--- src/rtl/if_fetch_stage.sv ---
// -----------------------------------------------------------------------------
// if_fetch_stage
//
// Instruction-fetch stage of an in-order pipeline. Issues one instruction
// memory request at a time, tracks it with a three-state FSM, and delivers
// fetched words into the IF/ID pipeline register (InstrD/PCD/PCPlus4D/ValidD).
// A one-entry skid buffer catches a response that lands while decode is
// stalled, so the memory never has to be asked twice for the same word.
// Redirects (taken branch / jump) flush IF/ID and the skid buffer, realign the
// PC to a word boundary, and drop the response of any fetch already in flight.
//
// Ports
//   clk         in   1      rising-edge clock for all state
//   reset       in   1      synchronous, active-high reset
//   Stall       in   1      decode hazard; hold IF/ID
//   Redirect    in   1      taken branch/jump; flush and refetch
//   RedirectPC  in   WIDTH  redirect target (low two bits ignored)
//   IMemReq     out  1      fetch request strobe, one cycle per request
//   IMemAddr    out  WIDTH  fetch address, meaningful while IMemReq=1
//   IMemRvalid  in   1      response strobe
//   IMemRdata   in   WIDTH  instruction word, valid with IMemRvalid
//   InstrD      out  WIDTH  IF/ID instruction
//   PCD         out  WIDTH  PC of InstrD
//   PCPlus4D    out  WIDTH  PCD + 4
//   ValidD      out  1      1 = real instruction, 0 = bubble
// -----------------------------------------------------------------------------
module if_fetch_stage #(
    parameter int               WIDTH    = 32,
    parameter logic [WIDTH-1:0] RESET_PC = 32'h0000_0000
) (
    input  logic             clk,
    input  logic             reset,
    input  logic             Stall,
    input  logic             Redirect,
    input  logic [WIDTH-1:0] RedirectPC,
    output logic             IMemReq,
    output logic [WIDTH-1:0] IMemAddr,
    input  logic             IMemRvalid,
    input  logic [WIDTH-1:0] IMemRdata,
    output logic [WIDTH-1:0] InstrD,
    output logic [WIDTH-1:0] PCD,
    output logic [WIDTH-1:0] PCPlus4D,
    output logic             ValidD
);

    // Canonical NOP (addi x0, x0, 0) used for bubbles.
    localparam logic [WIDTH-1:0] NOP_INSTR = WIDTH'(32'h0000_0013);
    localparam logic [WIDTH-1:0] PC_STEP   = WIDTH'(32'd4);

    typedef enum logic [1:0] {
        S_REQ     = 2'd0,  // free to issue a request
        S_WAIT    = 2'd1,  // request outstanding, response wanted
        S_DISCARD = 2'd2   // request outstanding, response to be dropped
    } fetch_state_e;

    fetch_state_e     state_q,     state_d;
    logic [WIDTH-1:0] pc_q,        pc_d;
    logic             buf_valid_q, buf_valid_d;
    logic [WIDTH-1:0] buf_instr_q, buf_instr_d;
    logic [WIDTH-1:0] buf_pc_q,    buf_pc_d;
    logic [WIDTH-1:0] instr_q,     instr_d;
    logic [WIDTH-1:0] pcd_q,       pcd_d;
    logic [WIDTH-1:0] pcp4_q,      pcp4_d;
    logic             valid_q,     valid_d;

    logic             req_fire_s;
    logic             rsp_take_s;
    logic [WIDTH-1:0] pc_plus4_s;
    logic [WIDTH-1:0] buf_pc_plus4_s;
    logic [WIDTH-1:0] redirect_pc_s;

    // Request strobe and helper terms. The request is a decode of registered
    // state; it is forced low while reset is held so nothing leaves the block
    // during reset.
    always_comb begin
        req_fire_s     = (state_q == S_REQ) && !buf_valid_q && !reset;
        rsp_take_s     = (state_q == S_WAIT) && IMemRvalid;
        pc_plus4_s     = pc_q + PC_STEP;
        buf_pc_plus4_s = buf_pc_q + PC_STEP;
        redirect_pc_s  = {RedirectPC[WIDTH-1:2], 2'b00};
        IMemReq        = req_fire_s;
        IMemAddr       = pc_q;
    end

    // Next-state logic for the FSM, PC, skid buffer and IF/ID register.
    always_comb begin
        state_d     = state_q;
        pc_d        = pc_q;
        buf_valid_d = buf_valid_q;
        buf_instr_d = buf_instr_q;
        buf_pc_d    = buf_pc_q;
        instr_d     = instr_q;
        pcd_d       = pcd_q;
        pcp4_d      = pcp4_q;
        valid_d     = valid_q;

        // FSM and PC advance for the normal (non-redirect) flow.
        case (state_q)
            S_REQ: begin
                // A response seen here has no matching request and is ignored.
                if (req_fire_s) begin
                    state_d = S_WAIT;
                end else begin
                    state_d = S_REQ;
                end
            end
            S_WAIT: begin
                if (IMemRvalid) begin
                    state_d = S_REQ;
                    if (!Redirect) begin
                        pc_d = pc_plus4_s;
                        if (Stall) begin
                            // Decode cannot take the word; park it.
                            buf_valid_d = 1'b1;
                            buf_instr_d = IMemRdata;
                            buf_pc_d    = pc_q;
                        end else begin
                            buf_valid_d = buf_valid_q;
                        end
                    end else begin
                        pc_d = pc_q;
                    end
                end else begin
                    state_d = S_WAIT;
                end
            end
            S_DISCARD: begin
                if (IMemRvalid) begin
                    state_d = S_REQ;
                end else begin
                    state_d = S_DISCARD;
                end
            end
            default: begin
                state_d = S_REQ;
            end
        endcase

        // Redirect overrides the flow above. A fetch still in flight (waiting,
        // being discarded, or issuing this cycle) must have its response
        // dropped. If that response arrives in this very cycle it has already
        // been consumed and dropped, so nothing remains outstanding and the
        // FSM can go straight back to issuing.
        if (Redirect) begin
            pc_d        = redirect_pc_s;
            buf_valid_d = 1'b0;
            if (req_fire_s ||
                (((state_q == S_WAIT) || (state_q == S_DISCARD)) && !IMemRvalid)) begin
                state_d = S_DISCARD;
            end else begin
                state_d = S_REQ;
            end
        end else begin
            pc_d = pc_d;
        end

        // IF/ID register: redirect bubble > stall hold > fresh response >
        // skid buffer > bubble. Bubbles keep PCD/PCPlus4D so the decode side
        // still sees the PC of the last real instruction.
        if (Redirect) begin
            instr_d = NOP_INSTR;
            valid_d = 1'b0;
        end else if (Stall) begin
            instr_d = instr_q;
            pcd_d   = pcd_q;
            pcp4_d  = pcp4_q;
            valid_d = valid_q;
        end else if (rsp_take_s) begin
            instr_d = IMemRdata;
            pcd_d   = pc_q;
            pcp4_d  = pc_plus4_s;
            valid_d = 1'b1;
        end else if (buf_valid_q) begin
            instr_d     = buf_instr_q;
            pcd_d       = buf_pc_q;
            pcp4_d      = buf_pc_plus4_s;
            valid_d     = 1'b1;
            buf_valid_d = 1'b0;
        end else begin
            instr_d = NOP_INSTR;
            valid_d = 1'b0;
        end
    end

    // State registers with synchronous reset.
    always_ff @(posedge clk) begin
        if (reset) begin
            state_q     <= S_REQ;
            pc_q        <= RESET_PC;
            buf_valid_q <= 1'b0;
            buf_instr_q <= NOP_INSTR;
            buf_pc_q    <= {WIDTH{1'b0}};
            instr_q     <= NOP_INSTR;
            pcd_q       <= {WIDTH{1'b0}};
            pcp4_q      <= {WIDTH{1'b0}};
            valid_q     <= 1'b0;
        end else begin
            state_q     <= state_d;
            pc_q        <= pc_d;
            buf_valid_q <= buf_valid_d;
            buf_instr_q <= buf_instr_d;
            buf_pc_q    <= buf_pc_d;
            instr_q     <= instr_d;
            pcd_q       <= pcd_d;
            pcp4_q      <= pcp4_d;
            valid_q     <= valid_d;
        end
    end

    assign InstrD   = instr_q;
    assign PCD      = pcd_q;
    assign PCPlus4D = pcp4_q;
    assign ValidD   = valid_q;

endmodule

--- config.mk ---
export PLATFORM = sky130hd
export DESIGN_NAME = if_fetch_stage
export DESIGN_NICKNAME = d
export VERILOG_FILES = /design/src/rtl/if_fetch_stage.sv
export SDC_FILE = /design/constraint.sdc
export NUM_CORES = 1
export LEC_CHECK = 0
export ABC_CLOCK_PERIOD_IN_PS = 2650
export BUFFER_PORTS_ARGS = -buffer_cell sky130_fd_sc_hd__clkbuf_2
export CAP_MARGIN = 15
export CORE_AREA = 2 2 162 164
export CTS_CLUSTER_DIAMETER = 60
export DETAILED_ROUTE_END_ITERATION = 8
export DIE_AREA = 0 0 164 166
export HOLD_SLACK_MARGIN = 0.1
export MAX_ROUTING_LAYER = met4
export SYNTH_ARGS = -nofsm -noshare
export SYNTH_HDL_FRONTEND = slang
export SYNTH_SLANG_ARGS = --single-unit
--- constraint.sdc ---
create_clock -name clk -period 2.65 [get_ports clk]
set_input_delay 0.6625 -clock clk [delete_from_list [all_inputs] [get_ports clk]]
set_output_delay 0.6625 -clock clk [all_outputs]
set_load 0.005 [all_outputs]
==> reports/summary.json <==
{
  "power.leakage": {"value": 0.00415, "unit": "uW"},
  "holdCritPathClass": {"value": "input pin to flip-flop"},
  "worst-endpoint-arrival": {"value": 2.76, "unit": "ns"},
  "max_freq": {"value": 407, "unit": "MHz"},
  "unique_masters_post_synth": {"value": 56},
  "synth-compound-area-share": {"value": 17.7, "unit": "%"},
  "synth_edf_count": {"value": 0},
  "area_growth_syn_to_layout": {"value": 22.0, "unit": "%"},
  "worst-setup-path-type": {"value": "flip-flop to flip-flop"},
  "fill_cells": {"value": 2645},
  "yosys.area_share.xor_xnor": {"value": 5.21, "unit": "%"},
  "worst_path_max_delay_cell": {"value": "sky130_fd_sc_hd__or4_1"},
  "timing.critical_path.fanout_max": {"value": 13},
  "utilization": {"value": 44.0, "unit": "%"},
  "synth_top_cell_area_share": {"value": 40.7, "unit": "%"},
  "antenna_cells": {"value": 0},
  "clkTransAtPathRegs": {"value": 0.07, "unit": "ns"},
  "final.setup_skew": {"value": 0.0110, "unit": "ns"},
  "core_region_area": {"value": 0.0256, "unit": "sq mm"},
  "clock-sinks": {"value": 188},
  "seq_area_frac_synth": {"value": 40.7, "unit": "%"},
  "dr.pass1.iters": {"value": 5},
  "final_hold_viol_count": {"value": 0},
  "final_weighted_congestion_in_routability_driven_placement": {"value": 0.835},
  "cts_inserted_buffers": {"value": 17},
  "drt_iter0_drc": {"value": 582},
  "worst_hold_slack": {"value": 0.454, "unit": "ns"},
  "muxShareOfSynthArea": {"value": 1.10, "unit": "%"},
  "maximum_number_of_pins_on_one_net_before_global_route_repair": {"value": 93},
  "drc": {"value": 0},
  "root_buffer": {"value": "sky130_fd_sc_hd__clkbuf_16"},
  "multi_input_comb_area": {"value": 0.00493, "unit": "sq mm"},
  "routed_wirelength": {"value": 29600, "unit": "um"},
  "ir_worst_vdd": {"value": 358, "unit": "uV"},
  "postRouteAntennaNets": {"value": 0},
  "final_nets": {"value": 1453},
  "synth_top_family_by_area": {"value": "simple AND/OR/NAND/NOR gates"},
  "dpl.hpwl": {"value": 20200, "unit": "um"},
  "timing.final.crit_share": {"value": 92.7, "unit": "%"},
  "max_slew_headroom": {"value": 55.6, "unit": "%"},
  "crit_path_end_kind": {"value": "flip-flop"},
  "grt_setup_unrepaired": {"value": "no"},
  "powerDensity": {"value": 554, "unit": "mW/mm^2"},
  "worst_skew_pair.late_latency": {"value": 0.43, "unit": "ns"},
  "cts_hold_buf": {"value": 0},
  "status": {"value": "complete, no violations"},
  "synthesis.area_per_instance": {"value": 7.50, "unit": "sq um"},
  "ys_async_sr_fraction": {"value": 0, "unit": "%"},
  "num_vias": {"value": 9189},
  "grt_first_pass_wirelength": {"value": 47000, "unit": "um"},
  "tritoncts": {"value": "built"},
  "dominantRegCellSynth": {"value": "sky130_fd_sc_hd__dfxtp_1"},
  "postLayoutCellArea": {"value": 0.0113, "unit": "sq mm"},
  "synth_seq_cells": {"value": 188},
  "ctsResizeCount": {"value": 0},
  "io_buffer_count": {"value": 190},
  "drive_above_1_share": {"value": 21.4, "unit": "%"},
  "overflow": {"value": 0},
  "std_cell_rows": {"value": 59},
  "cts.repair_timing.setup_buffer_count": {"value": 0},
  "crit_path_start_kind": {"value": "flip-flop"},
  "finalSetupTns": {"value": 0, "unit": "ns"},
  "synth-warning-count": {"value": 0},
  "viasPerCell": {"value": 5.32},
  "die_h": {"value": 166, "unit": "um"},
  "synth-simple-area-share": {"value": 28.0, "unit": "%"},
  "required": {"value": 2.95, "unit": "ns"},
  "cts.path.max_buffers": {"value": 2},
  "synthCells": {"value": 1232},
  "synth_fa_ha_area_share": {"value": 0.813, "unit": "%"},
  "clock_tree.htree_level_count": {"value": 4},
  "syn-cell-area": {"value": 0.00924, "unit": "sq mm"},
  "finalSetupViolations": {"value": 0},
  "routed_wire_length_per_instance": {"value": 17.1, "unit": "um"},
  "die-area": {"value": 0.0272, "unit": "sq mm"},
  "postPlaceCellArea": {"value": 0.0106, "unit": "sq mm"},
  "worstMarginPinSlew": {"value": 0.666, "unit": "ns"},
  "worst_path_largest_cell_delay": {"value": 0.79, "unit": "ns"},
  "finalCriticalPeriod": {"value": 2.46, "unit": "ns"},
  "timing.max_cap.violations": {"value": 0},
  "via_count_of_the_first_global_routing_pass": {"value": 8734},
  "seqCellArea": {"value": 0.00376, "unit": "sq mm"},
  "chipWidth": {"value": 164, "unit": "um"},
  "timing.critical_path.cells": {"value": "ha_1 -> nand2_1 -> or4_1 -> o31a_1 -> nor3_1 -> o31ai_1"},
  "floorplan.initialDensity": {"value": 36.1, "unit": "%"},
  "gr-usage-all-layers": {"value": 22.2, "unit": "%"},
  "synth_area_leaders": {"value": "sky130_fd_sc_hd__dfxtp_1 (41%), sky130_fd_sc_hd__nand2_1 (11%), sky130_fd_sc_hd__a21oi_1 (8.0%), sky130_fd_sc_hd__nor2_1 (4.5%), sky130_fd_sc_hd__nand3_1 (3.8%)"},
  "grt_antenna_before_repair": {"value": 0},
  "final-max-slew-violation-count": {"value": 0},
  "ioPinCount": {"value": 199},
  "netlist.top_cell.by_area": {"value": "sky130_fd_sc_hd__dfxtp_1"}
}
layer usage:
metal	global-route usage, %	vias to the layer above	routed length (um)
li1	-	4540	-
met1	29.1	4307	13400
met2	34.5	306	13500
met3	4.52	36	2070
met4	6.67	0	562
met5	-	-	0
registers in the layout, summed over array words and instances, names as in the netlist:
| register | count |
|---|---|
| IMemAddr | 30 |
| PCPlus4D | 30 |
| PCD | 30 |
| buf_instr_q | 32 |
| buf_pc_q | 30 |
| state_q | 2 |
| ValidD | 1 |
| buf_valid_q | 1 |
| InstrD | 32 |
metrics by stage:
| stage | power, uW | instances | worst slack [ns] |
|---|---|---|---|
| global route | 6470 | 1726 | 0.0556 |
| detailed placement | 3470 | 1694 | 0.222 |
| global placement | 3470 | 1694 | 0.247 |
| CTS | 6310 | 1726 | 0.212 |
| floorplan | 3250 | 1237 | 0.447 |
| finish | 6250 | 1726 | 0.194 |
critical path: cells and delay by family, from the launching register on:
kind	cells	cell delay, ns
adders and majority gates	1	0.30
AOI/OAI and AO/OA	2	0.46
and+or+nand+nor	3	1.13
DFF	1	0.45
cell usage after synthesis, types with 3 or more instances:
| cell type | n |
|---|---|
| sky130_fd_sc_hd__nand2_1 | 263 |
| sky130_fd_sc_hd__dfxtp_1 | 188 |
| sky130_fd_sc_hd__a21oi_1 | 147 |
| sky130_fd_sc_hd__nor2_1 | 110 |
| sky130_fd_sc_hd__clkbuf_1 | 89 |
| sky130_fd_sc_hd__nand3_1 | 71 |
| sky130_fd_sc_hd__nor3_1 | 34 |
| sky130_fd_sc_hd__a311oi_1 | 31 |
| sky130_fd_sc_hd__xnor2_1 | 29 |
| sky130_fd_sc_hd__xor2_1 | 26 |
| sky130_fd_sc_hd__o21ai_0 | 24 |
| sky130_fd_sc_hd__nor4_1 | 20 |
| sky130_fd_sc_hd__a211oi_1 | 19 |
| sky130_fd_sc_hd__inv_1 | 15 |
| sky130_fd_sc_hd__buf_1 | 14 |
| sky130_fd_sc_hd__buf_2 | 12 |
| sky130_fd_sc_hd__nand4_1 | 11 |
| sky130_fd_sc_hd__or3_1 | 10 |
| sky130_fd_sc_hd__and3_1 | 9 |
| sky130_fd_sc_hd__mux2i_1 | 9 |
| sky130_fd_sc_hd__nor3b_1 | 8 |
| sky130_fd_sc_hd__o31ai_1 | 7 |
| sky130_fd_sc_hd__and4_1 | 6 |
| sky130_fd_sc_hd__buf_4 | 6 |
| sky130_fd_sc_hd__ha_1 | 6 |
| sky130_fd_sc_hd__o211ai_1 | 6 |
| sky130_fd_sc_hd__o31a_1 | 6 |
| sky130_fd_sc_hd__or4_1 | 6 |
| sky130_fd_sc_hd__a221o_1 | 4 |
| sky130_fd_sc_hd__nor4_2 | 4 |
| sky130_fd_sc_hd__a21boi_0 | 3 |
| sky130_fd_sc_hd__a31oi_1 | 3 |
| sky130_fd_sc_hd__clkbuf_2 | 3 |
| sky130_fd_sc_hd__o311ai_0 | 3 |
report_power, final:
part | internal [uW] | total, uW | switching (uW)
sequential | 2870 | 2920 | 52.9
clock | 1640 | 2840 | 1200
combinational | 182 | 483 | 301
total | 4690 | 6250 | 1560
kinds of logic after synthesis:
| family | count (synthesis) |
|---|---|
| mux | 10 |
| buf+inv | 142 |
| flops | 188 |
| simple gates | 564 |
| compound gates | 266 |
| fa+ha+maj | 6 |
| xor+xnor | 55 |
| other cells | 1 |
final timing paths:
kind | startpoint | end | slack [ns] | cells after the start
worst max-delay path | buf_pc_q[3] | PCPlus4D[22] | 0.19 | 6
worst min-delay path | RedirectPC[12] | IMemAddr[12] | 0.45 | 3
worst max register to register | buf_pc_q[3] | PCPlus4D[22] | 0.19 | 6
worst min register to register | buf_instr_q[25] | buf_instr_q[25] | 0.46 | 2
cells in the final DEF, fill, tap and decap left out, types with 3 or more instances in the layout:
cell type	synthesis	final
sky130_fd_sc_hd__nor3_1	34	33
sky130_fd_sc_hd__dfxtp_1	188	188
sky130_fd_sc_hd__a211oi_1	19	19
sky130_fd_sc_hd__or3_1	10	10
sky130_fd_sc_hd__nor4_1	20	20
sky130_fd_sc_hd__conb_1	1	6
sky130_fd_sc_hd__xor2_1	26	26
sky130_fd_sc_hd__buf_12	0	5
sky130_fd_sc_hd__bufinv_16	0	4
sky130_fd_sc_hd__a311oi_1	31	31
sky130_fd_sc_hd__o31ai_1	7	7
sky130_fd_sc_hd__inv_8	0	3
sky130_fd_sc_hd__ha_1	6	6
sky130_fd_sc_hd__and4_1	6	6
sky130_fd_sc_hd__nand2_1	263	262
sky130_fd_sc_hd__o31a_1	6	6
sky130_fd_sc_hd__a31oi_1	3	3
sky130_fd_sc_hd__o211ai_1	6	6
sky130_fd_sc_hd__o21ai_0	24	24
sky130_fd_sc_hd__clkbuf_16	0	17
sky130_fd_sc_hd__buf_4	6	54
sky130_fd_sc_hd__a21oi_1	147	147
sky130_fd_sc_hd__or4_1	6	6
sky130_fd_sc_hd__nor3_2	2	3
sky130_fd_sc_hd__and3_1	9	8
sky130_fd_sc_hd__o311ai_0	3	3
sky130_fd_sc_hd__nand4_1	11	11
sky130_fd_sc_hd__nor4_2	4	4
sky130_fd_sc_hd__a21boi_0	3	3
sky130_fd_sc_hd__nor3b_1	8	8
sky130_fd_sc_hd__clkbuf_2	3	189
sky130_fd_sc_hd__xnor2_1	29	29
sky130_fd_sc_hd__nand3_1	71	70
sky130_fd_sc_hd__mux2i_1	9	9
sky130_fd_sc_hd__inv_6	0	3
sky130_fd_sc_hd__inv_1	15	15
sky130_fd_sc_hd__clkinvlp_4	0	3
sky130_fd_sc_hd__nor2_1	110	110
sky130_fd_sc_hd__a221o_1	4	4
cell type report:
| cell class | instances | share of cell area (%) |
|---|---|---|
| inverter | 16 | 0.533 |
| clock inverter | 13 | 1.80 |
| sequential | 188 | 33.4 |
| timing repair buffer | 248 | 12.9 |
| clock buffer | 19 | 3.93 |
| multi-input combinational | 907 | 43.7 |
| tap | 335 | 3.72 |
(Power assumes the default switching activity.)
